### src/rtl/breath_led_array.sv
`default_nettype none
// ============================================================================
// Module  : breath_led_array
// Brief   : CH_NUM-channel PWM LED engine (off/on/breathe/blink), active-low
//           registered outputs. Optional macro BREATH_GAMMA_EN: squared duty
//           curve through a registered multiply (+1 clk output latency).
// Rev     : 1.0
// ============================================================================
module breath_led_array #(
    parameter int  CH_NUM        = 4,
    parameter int  PWM_W         = 12,
    parameter int  HOLD_PERIODS  = 64,
    parameter int  BLINK_PERIODS = 1024,
    parameter int  DEF_MODE      = 2,
    parameter int  DEF_STEP      = 1,
    localparam int CH_W          = (CH_NUM > 1) ? $clog2(CH_NUM) : 1
) (
    input  logic              clk,
    input  logic              rst,
    input  logic              cfg_wr,
    input  logic [CH_W-1:0]   cfg_ch,
    input  logic [1:0]        cfg_mode,
    input  logic [7:0]        cfg_step,
    output logic              period_tick,
    output logic [CH_NUM-1:0] led
);

    localparam logic [1:0] MODE_OFF     = 2'd0;
    localparam logic [1:0] MODE_ON      = 2'd1;
    localparam logic [1:0] MODE_BREATHE = 2'd2;
    localparam logic [1:0] MODE_BLINK   = 2'd3;

    localparam int HC_MAX  = (HOLD_PERIODS > BLINK_PERIODS) ? HOLD_PERIODS : BLINK_PERIODS;
    localparam int HC_W    = (HC_MAX > 1) ? $clog2(HC_MAX) : 1;
    localparam int ARITH_W = ((PWM_W > 8) ? PWM_W : 8) + 1;
    localparam int SQ_W    = 2 * PWM_W;

    localparam logic [PWM_W-1:0]   LMAX       = {PWM_W{1'b1}};
    localparam logic [ARITH_W-1:0] LMAX_EXT   = ARITH_W'(LMAX);
    localparam logic [HC_W-1:0]    HOLD_LAST  = HC_W'(HOLD_PERIODS - 1);
    localparam logic [HC_W-1:0]    BLINK_LAST = HC_W'(BLINK_PERIODS - 1);

    typedef enum logic [2:0] {
        ST_RISE    = 3'd0,
        ST_HOLD_HI = 3'd1,
        ST_FALL    = 3'd2,
        ST_HOLD_LO = 3'd3,
        ST_BLK_LO  = 3'd4,
        ST_BLK_HI  = 3'd5
    } state_t;

    localparam state_t ST_DEF = (DEF_MODE == 3) ? ST_BLK_LO : ST_RISE;

    logic [PWM_W-1:0]  pwm_cnt_q;
    logic [PWM_W-1:0]  w_pwm_cmp;
    logic [CH_NUM-1:0] w_led_d;
    logic [CH_NUM-1:0] led_q;

    always_ff @(posedge clk or negedge rst) begin
        if (!rst) begin
            pwm_cnt_q <= '0;
            led_q     <= '1;
        end else begin
            pwm_cnt_q <= pwm_cnt_q + PWM_W'(1);
            led_q     <= w_led_d;
        end
    end

    assign period_tick = (pwm_cnt_q == LMAX);
    assign led         = led_q;

`ifdef BREATH_GAMMA_EN
    // Carrier delayed to line up with the registered squared duty.
    logic [PWM_W-1:0] pwm_dly_q;
    always_ff @(posedge clk or negedge rst) begin
        if (!rst) pwm_dly_q <= '0;
        else      pwm_dly_q <= pwm_cnt_q;
    end
    assign w_pwm_cmp = pwm_dly_q;
`else
    assign w_pwm_cmp = pwm_cnt_q;
`endif

    for (genvar i = 0; i < CH_NUM; i++) begin : g_ch
        logic [1:0]         mode_q,  mode_d;
        logic [7:0]         step_q,  step_d;
        logic [PWM_W-1:0]   level_q, level_d;
        logic [HC_W-1:0]    hold_q,  hold_d;
        state_t             state_q, state_d;
        logic               w_wr_hit;
        logic [7:0]         w_step8;
        logic [ARITH_W-1:0] w_lvl, w_step, w_sum, w_diff;
        logic [1:0]         w_omode;
        logic               w_ohi;
        logic [PWM_W-1:0]   w_oduty;
        logic               w_led_bit;

        assign w_wr_hit = cfg_wr && (cfg_ch == CH_W'(i));
        assign w_step8  = (step_q == 8'd0) ? 8'd1 : step_q;
        assign w_lvl    = ARITH_W'(level_q);
        assign w_step   = ARITH_W'(w_step8);
        assign w_sum    = w_lvl + w_step;
        assign w_diff   = w_lvl - w_step;

        always_ff @(posedge clk or negedge rst) begin
            if (!rst) begin
                mode_q  <= 2'(DEF_MODE);
                step_q  <= 8'(DEF_STEP);
                level_q <= '0;
                hold_q  <= '0;
                state_q <= ST_DEF;
            end else begin
                mode_q  <= mode_d;
                step_q  <= step_d;
                level_q <= level_d;
                hold_q  <= hold_d;
                state_q <= state_d;
            end
        end

        // A config write restarts the channel and pre-empts a same-cycle tick.
        always_comb begin
            mode_d  = mode_q;
            step_d  = step_q;
            level_d = level_q;
            hold_d  = hold_q;
            state_d = state_q;
            if (w_wr_hit) begin
                mode_d  = cfg_mode;
                step_d  = cfg_step;
                level_d = '0;
                hold_d  = '0;
                state_d = (cfg_mode == MODE_BLINK) ? ST_BLK_LO : ST_RISE;
            end else if (period_tick && (mode_q == MODE_BREATHE || mode_q == MODE_BLINK)) begin
                case (state_q)
                    ST_RISE: begin
                        if (w_sum >= LMAX_EXT) begin
                            level_d = LMAX;
                            hold_d  = '0;
                            state_d = (HOLD_PERIODS == 0) ? ST_FALL : ST_HOLD_HI;
                        end else begin
                            level_d = PWM_W'(w_sum);
                        end
                    end
                    ST_HOLD_HI, ST_HOLD_LO: begin
                        if (hold_q == HOLD_LAST) begin
                            hold_d  = '0;
                            state_d = (state_q == ST_HOLD_HI) ? ST_FALL : ST_RISE;
                        end else begin
                            hold_d = hold_q + HC_W'(1);
                        end
                    end
                    ST_FALL: begin
                        if (w_lvl <= w_step) begin
                            level_d = '0;
                            hold_d  = '0;
                            state_d = (HOLD_PERIODS == 0) ? ST_RISE : ST_HOLD_LO;
                        end else begin
                            level_d = PWM_W'(w_diff);
                        end
                    end
                    ST_BLK_LO, ST_BLK_HI: begin
                        if (hold_q == BLINK_LAST) begin
                            hold_d  = '0;
                            state_d = (state_q == ST_BLK_LO) ? ST_BLK_HI : ST_BLK_LO;
                        end else begin
                            hold_d = hold_q + HC_W'(1);
                        end
                    end
                    default: state_d = ST_RISE;
                endcase
            end
        end

`ifdef BREATH_GAMMA_EN
        logic [SQ_W-1:0]  w_sq;
        logic [1:0]       omode_q;
        logic             ohi_q;
        logic [PWM_W-1:0] oduty_q;

        assign w_sq = SQ_W'(level_q) * SQ_W'(level_q);

        always_ff @(posedge clk or negedge rst) begin
            if (!rst) begin
                omode_q <= MODE_OFF;
                ohi_q   <= 1'b0;
                oduty_q <= '0;
            end else begin
                omode_q <= mode_q;
                ohi_q   <= (state_q == ST_BLK_HI);
                oduty_q <= PWM_W'(w_sq >> PWM_W);
            end
        end

        assign w_omode = omode_q;
        assign w_ohi   = ohi_q;
        assign w_oduty = oduty_q;
`else
        assign w_omode = mode_q;
        assign w_ohi   = (state_q == ST_BLK_HI);
        assign w_oduty = level_q;
`endif

        always_comb begin
            w_led_bit = 1'b1;
            case (w_omode)
                MODE_OFF:   w_led_bit = 1'b1;
                MODE_ON:    w_led_bit = 1'b0;
                MODE_BLINK: w_led_bit = ~w_ohi;
                default:    w_led_bit = (w_pwm_cmp < w_oduty) ? 1'b0 : 1'b1;
            endcase
        end

        assign w_led_d[i] = w_led_bit;
    end

endmodule
`default_nettype wire

### config.mk
export PLATFORM = sky130hd
export DESIGN_NAME = breath_led_array
export DESIGN_NICKNAME = d
export VERILOG_FILES = /design/src/rtl/breath_led_array.sv
export SDC_FILE = /design/constraint.sdc
export NUM_CORES = 1
export LEC_CHECK = 0
export ABC_AREA = 1
export BUFFER_PORTS_ARGS = -buffer_cell sky130_fd_sc_hd__buf_4
export CAP_MARGIN = 0
export CORE_MARGIN = 2
export CORE_UTILIZATION = 55
export CTS_CLUSTER_SIZE = 40
export DETAILED_ROUTE_END_ITERATION = 8
export MAX_ROUTING_LAYER = met4
export PLACE_DENSITY = 0.68
export RECOVER_POWER = 100
export SKIP_CTS_REPAIR_TIMING = 1
export SYNTH_ARGS = -nofsm -noshare
export SYNTH_HDL_FRONTEND = slang
export SYNTH_SLANG_ARGS = --single-unit
### constraint.sdc
create_clock -name clk -period 4.5 [get_ports clk]
set_input_delay 0.45 -clock clk [delete_from_list [all_inputs] [get_ports clk]]
set_output_delay 0.45 -clock clk [all_outputs]
set_load 0.03 [all_outputs]
==> results of run 1 <==
-- logic make-up (layout without fill, tap and decap cells) --
family	after synthesis	count (layout)	share of synthesized area (%)
AND/OR/NAND/NOR	1021	1021	33.4
flip-flops	156	156	29.0
XOR/XNOR	68	68	4.41
AO/OA/AOI/OAI	275	275	11.8
buffers and inverters	324	322	9.67
adder cells (fa/ha/maj)	121	121	11.7
-- worst paths after layout --
| path | from | endpoint | cells after the start |
|---|---|---|---|
| setup / recovery | g_ch[1].step_q[1] | g_ch[1].hold_q[2] | 16 |
| hold / removal | cfg_step[2] | g_ch[2].step_q[2] | 3 |
| setup reg to reg | g_ch[1].step_q[1] | g_ch[1].hold_q[2] | 16 |
| hold reg to reg | g_ch[1].mode_q[0] | led[1] | 1 |
| max in group asynchronous | rst | g_ch[0].step_q[0] | 2 |
| min in group asynchronous | rst | g_ch[3].level_q[8] | 1 |
-- state kept, by name, summed over array words and instances (netlist names) --
| register | cells |
|---|---|
| g_ch.step_q | 32 |
| g_ch.mode_q | 8 |
| led | 4 |
| g_ch.state_q | 12 |
| g_ch.hold_q | 40 |
| pwm_cnt_q | 12 |
| g_ch.level_q | 48 |
-- critical path: stages (launching register included) --
cell and delay [ns]:
dfrtp_1 0.47, nor4_1 0.33, a41o_1 0.24, ha_1 0.22, fa_1 0.28, nand2_1 0.07
nand2_1 0.13, nand3_1 0.12, nand2_1 0.10, nand3_1 0.13, nand3_1 0.12, nor2_1 0.06
nand2_1 0.11, nand4_1 0.54, nand3_1 0.58, nand2_1 0.10, nand2_1 0.07
-- through the flow --
step           util (%)  setup slack [ns]
2_1_floorplan         -              1.74
3_3_place_gp       57.1              1.31
3_5_place_dp       57.1              1.21
4_1_cts            59.5              1.21
5_1_grt            58.7             0.416
6_report           58.7             0.762
-- cells in the final DEF (no fill, tap or decap), types with 12 or more instances in the layout --
master,n
nor2_1,173
clkbuf_16,17
ha_1,113
dfstp_2,12
a21oi_1,88
o21ai_0,120
dfrtp_1,144
xnor2_1,12
nand4_1,79
inv_1,249
nor3_1,33
buf_4,13
nand3_1,146
nand2_1,559
xor2_1,56
-- power groups by stage --
stage / clock network (mW) / registers [mW] / logic, mW
after floorplan: 0 / 2.10 / 4.07
after global placement: 0 / 2.28 / 5.02
after detailed placement: 0 / 2.29 / 5.04
after CTS: 1.47 / 2.26 / 5.07
after global routing: 1.53 / 2.33 / 5.80
final: 1.44 / 2.27 / 5.08
-- routing by layer --
metal / wire length [um] / vias to the layer above / share of wire [%] / track usage, %
met5: 0 / - / 0 / -
met4: 896 / 0 / 2.5 / 8.35
met3: 1740 / 64 / 4.9 / 4.00
met2: 16300 / 329 / 46 / 46.5
met1: 16900 / 5803 / 47 / 40.0
li1: - / 6384 / - / -
-- layout make-up --
cell class	instances	share of cell area, %
well taps	324	2.85
flip-flops and latches	156	27.6
clock inverters	15	1.07
repair buffers	26	1.18
multi-input cells	1485	57.3
inverters	264	6.99
clock buffers	17	3.00
==> out/metrics.cfg, run 1 <==
[drt]
avgRoutedWirePerCell_um=15.7
via_per_inst=5.50
drt_pre_antenna_iters=5
vias=12600
ant_nets=0
wirelength_um=35800
drc_errors=0
drt_iter0_drc=997

[power_and_ir_drop]
p_per_area_mw_per_mm2=619
clkPwrFrac_pct=16.4
switchingPower_mw=4.55
power_mw=8.79
p_int_mw=4.24
seqPwrFrac_pct=25.8
p_sw_share_pct=51.7
irDropWorstVdd_v=0.000322
p_leak_nw=7.39
comb_power_share_pct=57.8

[timing]
rsz0062_at_grt=false
worst_pin_slew_ns=2.13
fmax_mhz=268
final.setup.tns_ns=0
period_needed_ns=3.74
setup-violations-final=0
hold_viol=0
slew_headroom_pct=-42.3
skew_ns=0.0116
slew_violations=83
holdWs_ns=0.300
post-route-period-util_pct=83.1

[logic_synthesis]
ys_ff_latch=156
yosys.cell_types.count=55
seq_area_frac_synth_pct=29.0
synthTopCellsByCount=555 x nand2_1, 248 x inv_1, 170 x nor2_1
synth_flop_cell=dfrtp_1
synth_area_leaders=dfrtp_1 27%, nand2_1 15%, ha_1 10%
netlist_instances=1965
ys_warn_count=0
synth_most_common_cell=nand2_1
yosys.area.top_type=dfrtp_1
synth_top_area_share_pct=26.7
syn_area_sq_mm=0.0135
syn_avg_cell_area_sq_um=6.87
synth-async-reset-ratio_pct=100
syn-num-nets=2101
synth_edf_count=0

[final_layout]
final_cells=2287
antenna_cells=0
nNetsFinal=2086
area_delta_synth_final_pct=5.26
multiInputGateArea_sq_mm=0.00814
seqCellArea_sq_mm=0.00392
drive_above_1_share_pct=4.84
design_area_sq_mm=0.0142
fill_cells=2339

[placement]
dp_cells=2255
hpwl_um=27300
io_buffers=19
routabilityCongestion=0.969
dpl_cell_area_sq_mm=0.0138

[critical_path]
r2r_setup_slack_ns=0.76
startpoint_type=flop
critPathKind=reg2reg
crit_fanout=15
critPathArrivalTime_ns=4.11
critPathCaptureType=flop
required_ns=4.87

[floorplan]
boundaryPins=20
die_area_sq_mm=0.0258
core_area_sq_mm=0.0242
die_x_um=161
num_rows=57
start_util_pct=55.8
die_h_um=161

[clock_network]
cts_root_buffer=clkbuf_16
clockBufferDepth=2
cts_tree=yes
insertion_delay_ns=0.44
clock_sinks=156
cts_inserted_buffers=17
clk_pin_slew_ns=0.07
h-tree-depth=4

[global_route]
grt_max_degree=84
grt_pass1_vias=11900
grt_remaining_overflow=0
antenna_found_initial=0
grt_usage_pct=29.5
grt_pass1_wl_um=59900

[run_status]
status=finished, violations left
violations=capacitance limit, slew limit

[hold_path]
min_path_type=in2reg

[job]
cap_violations=2

(Power assumes the default switching activity.)
==> run 2: changes to the inputs <==
PLACE_DENSITY = 0.71   (was 0.68)
clock period = 3.1 ns   (was 4.5 ns; I/O delays follow)
==> out/metrics.cfg, run 2 (same netlist as run 1, synthesis figures left out) <==
[floorplan]
core_area_sq_mm=0.0242
num_rows=57
boundaryPins=20
die_x_um=161
start_util_pct=55.8
die_area_sq_mm=0.0258
die_h_um=161

[clock_network]
clockBufferDepth=2
h-tree-depth=4
clk_pin_slew_ns=0.07
cts_root_buffer=clkbuf_16
cts_tree=yes
cts_inserted_buffers=17
insertion_delay_ns=0.42
clock_sinks=156

[placement]
dpl_cell_area_sq_mm=0.0140
routabilityCongestion=0.973
hpwl_um=27300
io_buffers=19

[timing]
post-route-period-util_pct=97.5
skew_ns=0.0128
hold_viol=0
slew_violations=0
slew_headroom_pct=57.7
rsz0062_at_grt=true
setup-violations-final=0
worst_pin_slew_ns=0.634
period_needed_ns=3.02
fmax_mhz=331

[critical_path]
path_cells=nor4_2, a41o_1, ha_2, inv_2, fa_2, nor2_4, nand3_1, nand3_2, xor2_1, nand2_1, nor2_1, nand3_2, nand3_4, buf_4, nand4_1, nand2_1
critPathCaptureType=flop
crit_fanout=8
critPathArrivalTime_ns=3.38
r2r_cells=16
slowest_delay_ns=0.41
timing.rr.start=g_ch[0].step_q[3]
required_ns=3.46
r2r_setup_slack_ns=0.08
slowest_stage=dfrtp_1
startpoint_type=flop
critPathKind=reg2reg
rr_endpoint=g_ch[0].hold_q[8]

[drt]
via_per_inst=5.57
drc_errors=0
avgRoutedWirePerCell_um=16.1
ant_nets=0
drt_pre_antenna_iters=7
wirelength_um=37400
vias=13000
drt_iter0_drc=1227

[global_route]
grt_pass1_vias=12200
grt_usage_pct=29.8
grt_pass1_wl_um=60700
grt_max_degree=77
antenna_found_initial=0
grt_remaining_overflow=0

[final_layout]
layout_commonest_cell=nand2_1
design_area_sq_mm=0.0149
reg.largest.list=g_ch.level_q (48), g_ch.hold_q (40), g_ch.step_q (32)
final_cell_mix=549 x nand2_1, 245 x inv_1, 167 x nor2_1
drive_above_1_share_pct=9.79
area_delta_synth_final_pct=10.7
largest-register=g_ch.level_q
nNetsFinal=2126
largest_reg_flops=48
antenna_cells=0

[hold_path]
worstHoldEndpoint=g_ch[3].step_q[1]
holdPathStages=3
min_path_type=in2reg
hp-start=cfg_step[1]

[power_and_ir_drop]
irDropWorstVdd_v=0.000463
power_mw=13.5
seqPwrFrac_pct=24.4
clkPwrFrac_pct=16.3
comb_power_share_pct=59.3
p_leak_nw=7.68
p_int_mw=6.69
p_sw_share_pct=50.5
p_per_area_mw_per_mm2=904
switchingPower_mw=6.82

[run_status]
status=complete, no violations

[job]
cap_violations=0

[run 2: cell types whose count changed in the layout (fill, tap and decap cells not counted), sizes merged]
cell,previous run,this run
buf,14,61
nand4,81,82
nand3,153,155
clkinv,7,12
clkinvlp,3,2
clkbuf,29,22
inv,268,257
bufinv,1,3
dlygate4sd3,0,1
[run 2: layout make-up]
class	count	area (sq um)
Clock buffer	21	460
Clock inverter	10	141
Fill cell	2195	9240
Inverter	264	997
Multi-Input combinational cell	1488	8510
Sequential cell	156	3920
Tap cell	324	405
Timing Repair Buffer	63	504
[run 2: how the worst max path moves through the flow]
stage	from	end	slack (ns)	depth (start not counted)
6_report	g_ch[0].step_q[3]	g_ch[0].hold_q[8]	0.08	16
4_1_cts	g_ch[0].step_q[5]	g_ch[0].hold_q[4]	-0.009	16
3_5_place_dp	g_ch[0].step_q[5]	g_ch[0].level_q[10]	0.01	19
3_3_place_gp	g_ch[0].step_q[5]	g_ch[0].hold_q[6]	0.08	17
2_1_floorplan	g_ch[0].step_q[5]	g_ch[0].level_q[2]	0.34	18
5_1_grt	g_ch[0].step_q[3]	g_ch[0].hold_q[7]	-0.08	16
[run 2: routing by layer]
metal,routed length (um),global-route usage [%]
met2,17500,47.9
met3,2220,3.95
met5,0,-
met4,837,8.52
met1,16900,39.6
[run 2: per-stage QoR]
stage          instances  hold slack [ns]  TNS [ns]  utilization [%]  setup WS [ns]
2_1_floorplan       1965           0.0144         0                -          0.341
3_3_place_gp        2276            0.265         0             57.8         0.0759
3_5_place_dp        2276            0.263         0             57.8         0.0131
4_1_cts             2307           -0.191  -0.00907             60.2       -0.00907
5_1_grt             2326            0.195    -0.909             61.8        -0.0769
6_report            2326            0.196         0             61.8         0.0774
[run 2: critical path, delay by kind of cell, from the launching register on]
kind                       cells  cell delay [ns]
and+or+nand+nor               10             1.35
AOI/OAI and AO/OA              1             0.23
DFF                            1             0.41
buffers and inverters          2             0.18
adders and majority gates      2             0.61
xor gates and xnor gates       1             0.18
[run 2: power groups by stage]
stage | Combinational [mW] | Sequential (mW) | Clock (mW)
floorplan | 5.90 | 3.05 | 0
CTS | 7.51 | 3.27 | 2.21
finish | 8.01 | 3.30 | 2.20
global route | 9.00 | 3.38 | 2.30
detailed placement | 7.45 | 3.30 | 0
global placement | 7.38 | 3.29 | 0
==> run 3: changes to the inputs <==
GPL_TIMING_DRIVEN = 0   (was unset)
==> out/metrics.cfg, run 3 (same netlist as run 1, synthesis figures left out) <==
[clock_network]
insertion_delay_ns=0.44
clock_sinks=156
cts_inserted_buffers=17
clk_pin_slew_ns=0.07
h-tree-depth=4
cts_tree=yes
cts_root_buffer=clkbuf_16
clockBufferDepth=2

[placement]
dp_cells=2309
io_buffers=19
routabilityCongestion=0.975
place_ws_ns=-0.230
hpwl_um=28100

[critical_path]
crit_fanout=6
r2r_setup_slack_ns=0.14
required_ns=3.42
timing.rr.start=g_ch[0].step_q[2]
critPathTopFamily=simple AND/OR/NAND/NOR gates
critPathLaunch=g_ch[0].step_q[2]
critPathMostFrequentCell=nand2_1
r2r_cells=18
critPathArrivalTime_ns=3.29
startpoint_type=flop
slowest_delay_ns=0.41
timing.critical_path.buf_inv=1
path_cells=nor4_4, a41o_1, ha_4, inv_2, fa_2, nor2_2, nand2_1, nand2_2, nand3_2, nand2_2, xor2_1, nor2_1, nand3_2, nand2_4, nor2_4, nand2_1, nand2_1, nand2_1
critPathCaptureType=flop
rr_endpoint=g_ch[0].level_q[7]
slowest_stage=dfrtp_1
critPathKind=reg2reg

[drt]
drt_pre_antenna_iters=6
wl_met3_um=2170
vias=13300
wirelength_um=38500
wl_met2_um=18100
drc_errors=0
drt_iter0_drc=1190
ant_nets=0
avgRoutedWirePerCell_um=16.3
via_per_inst=5.60
wl_met1_um=17300
dr.max_layer_used=met4

[final_layout]
area_delta_synth_final_pct=12.5
fin_util_pct=62.8
final_cells=2370
largest_reg_flops=48
largest-register=g_ch.level_q
final_cell_mix=546 x nand2_1, 246 x inv_1, 165 x nor2_1
layout_commonest_cell=nand2_1
fill_cells=2210
multiInputGateArea_sq_mm=0.00860
antenna_cells=0
reg.largest.list=g_ch.level_q (48), g_ch.hold_q (40), g_ch.step_q (32)
nNetsFinal=2169
seqCellArea_sq_mm=0.00393
drive_above_1_share_pct=10.6

[hold_path]
worstHoldEndpoint=g_ch[2].mode_q[0]
holdPathStages=3
hp-start=cfg_mode[0]
min_path_type=in2reg

[timing]
slew_violations=77
worst_pin_slew_ns=2.16
fmax_mhz=337
skew_ns=0.0114
setup-violations-final=0
slew_headroom_pct=-44.2
period_needed_ns=2.96
worst_slack_ns=0.135
final.setup.tns_ns=0
post-route-period-util_pct=95.6
rsz0062_at_grt=true
hold_viol=0

[floorplan]
die_h_um=161
core_area_sq_mm=0.0242
boundaryPins=20
start_util_pct=55.8
die_area_sq_mm=0.0258
die_x_um=161
num_rows=57

[global_route]
antenna_found_initial=0
grt_max_degree=81
grt_usage_pct=30.4
grt_remaining_overflow=0
grt_pass1_wl_um=61600
grt_pass1_vias=12400

[power_and_ir_drop]
irDropWorstVdd_v=0.000431
p_per_area_mw_per_mm2=907
p_leak_nw=7.73

[run_status]
violations=capacitance limit, slew limit
status=finished, violations left

[job]
cap_violations=1

run 3: changes by cell type in the layout (fill, tap and decap cells not counted), moves of 6 or more:
cell | previous run | this run
nor3_1 | 27 | 33
dfrtp_1 | 144 | 138
clkbuf_1 | 3 | 37
buf_4 | 57 | 40
buf_2 | 0 | 17
dfrtp_2 | 0 | 6
run 3: final cells by class:
type	count	share of cell area, %
multi-input cells	1489	56.7
flip-flops and latches	156	25.9
clock inverters	15	1.23
clock buffers	17	2.80
plain buffers	60	2.03
inverters	264	6.55
well taps	324	2.67
repair buffers	45	2.21
run 3: worst max path at each step:
stage                               endpoint  slack (ns)  depth (start not counted)
after global routing      g_ch[0].level_q[7]       -0.06                         18
after global placement    g_ch[2].level_q[8]       -0.23                         14
after floorplan           g_ch[0].level_q[2]        0.34                         18
after detailed placement   g_ch[0].hold_q[7]       -0.23                         16
after CTS                 g_ch[0].level_q[7]       -0.23                         18
final                     g_ch[0].level_q[7]        0.14                         18
run 3: metal layers:
metal | vias up | global-route usage [%]
met4 | 0 | 9.75
li1 | 6555 | -
met3 | 81 | 3.38
met1 | 6236 | 40.7
met2 | 410 | 48.6
met5 | - | -
run 3: power by group:
part	internal [mW]	switching, mW	total, mW
clock	1.28	0.951	2.23
sequential	2.58	0.606	3.19
combinational	2.90	5.45	8.35
total	6.77	7.00	13.8
run 3: per-stage QoR:
stage               instance area (sq um)  hold slack [ns]  total power [mW]
floorplan                           13500           0.0144              8.95
global placement                    14000            0.448              10.7
detailed placement                  14100            0.356              10.8
CTS                                 14700           -0.108              13.1
global route                        15200            0.185              15.0
finish                              15200            0.165              13.8
run 3: worst register-to-register path: stages (launching register included):
cell     delay [ns]
dfrtp_1        0.41
nor4_4         0.27
a41o_1         0.26
ha_4           0.17
inv_2          0.04
fa_2           0.35
nor2_2         0.12
nand2_1        0.09
nand2_2        0.11
nand3_2        0.07
nand2_2        0.10
xor2_1         0.19
nor2_1         0.07
nand3_2        0.12
nand2_4        0.09
nor2_4         0.20
nand2_1        0.08
nand2_1        0.07
nand2_1        0.05
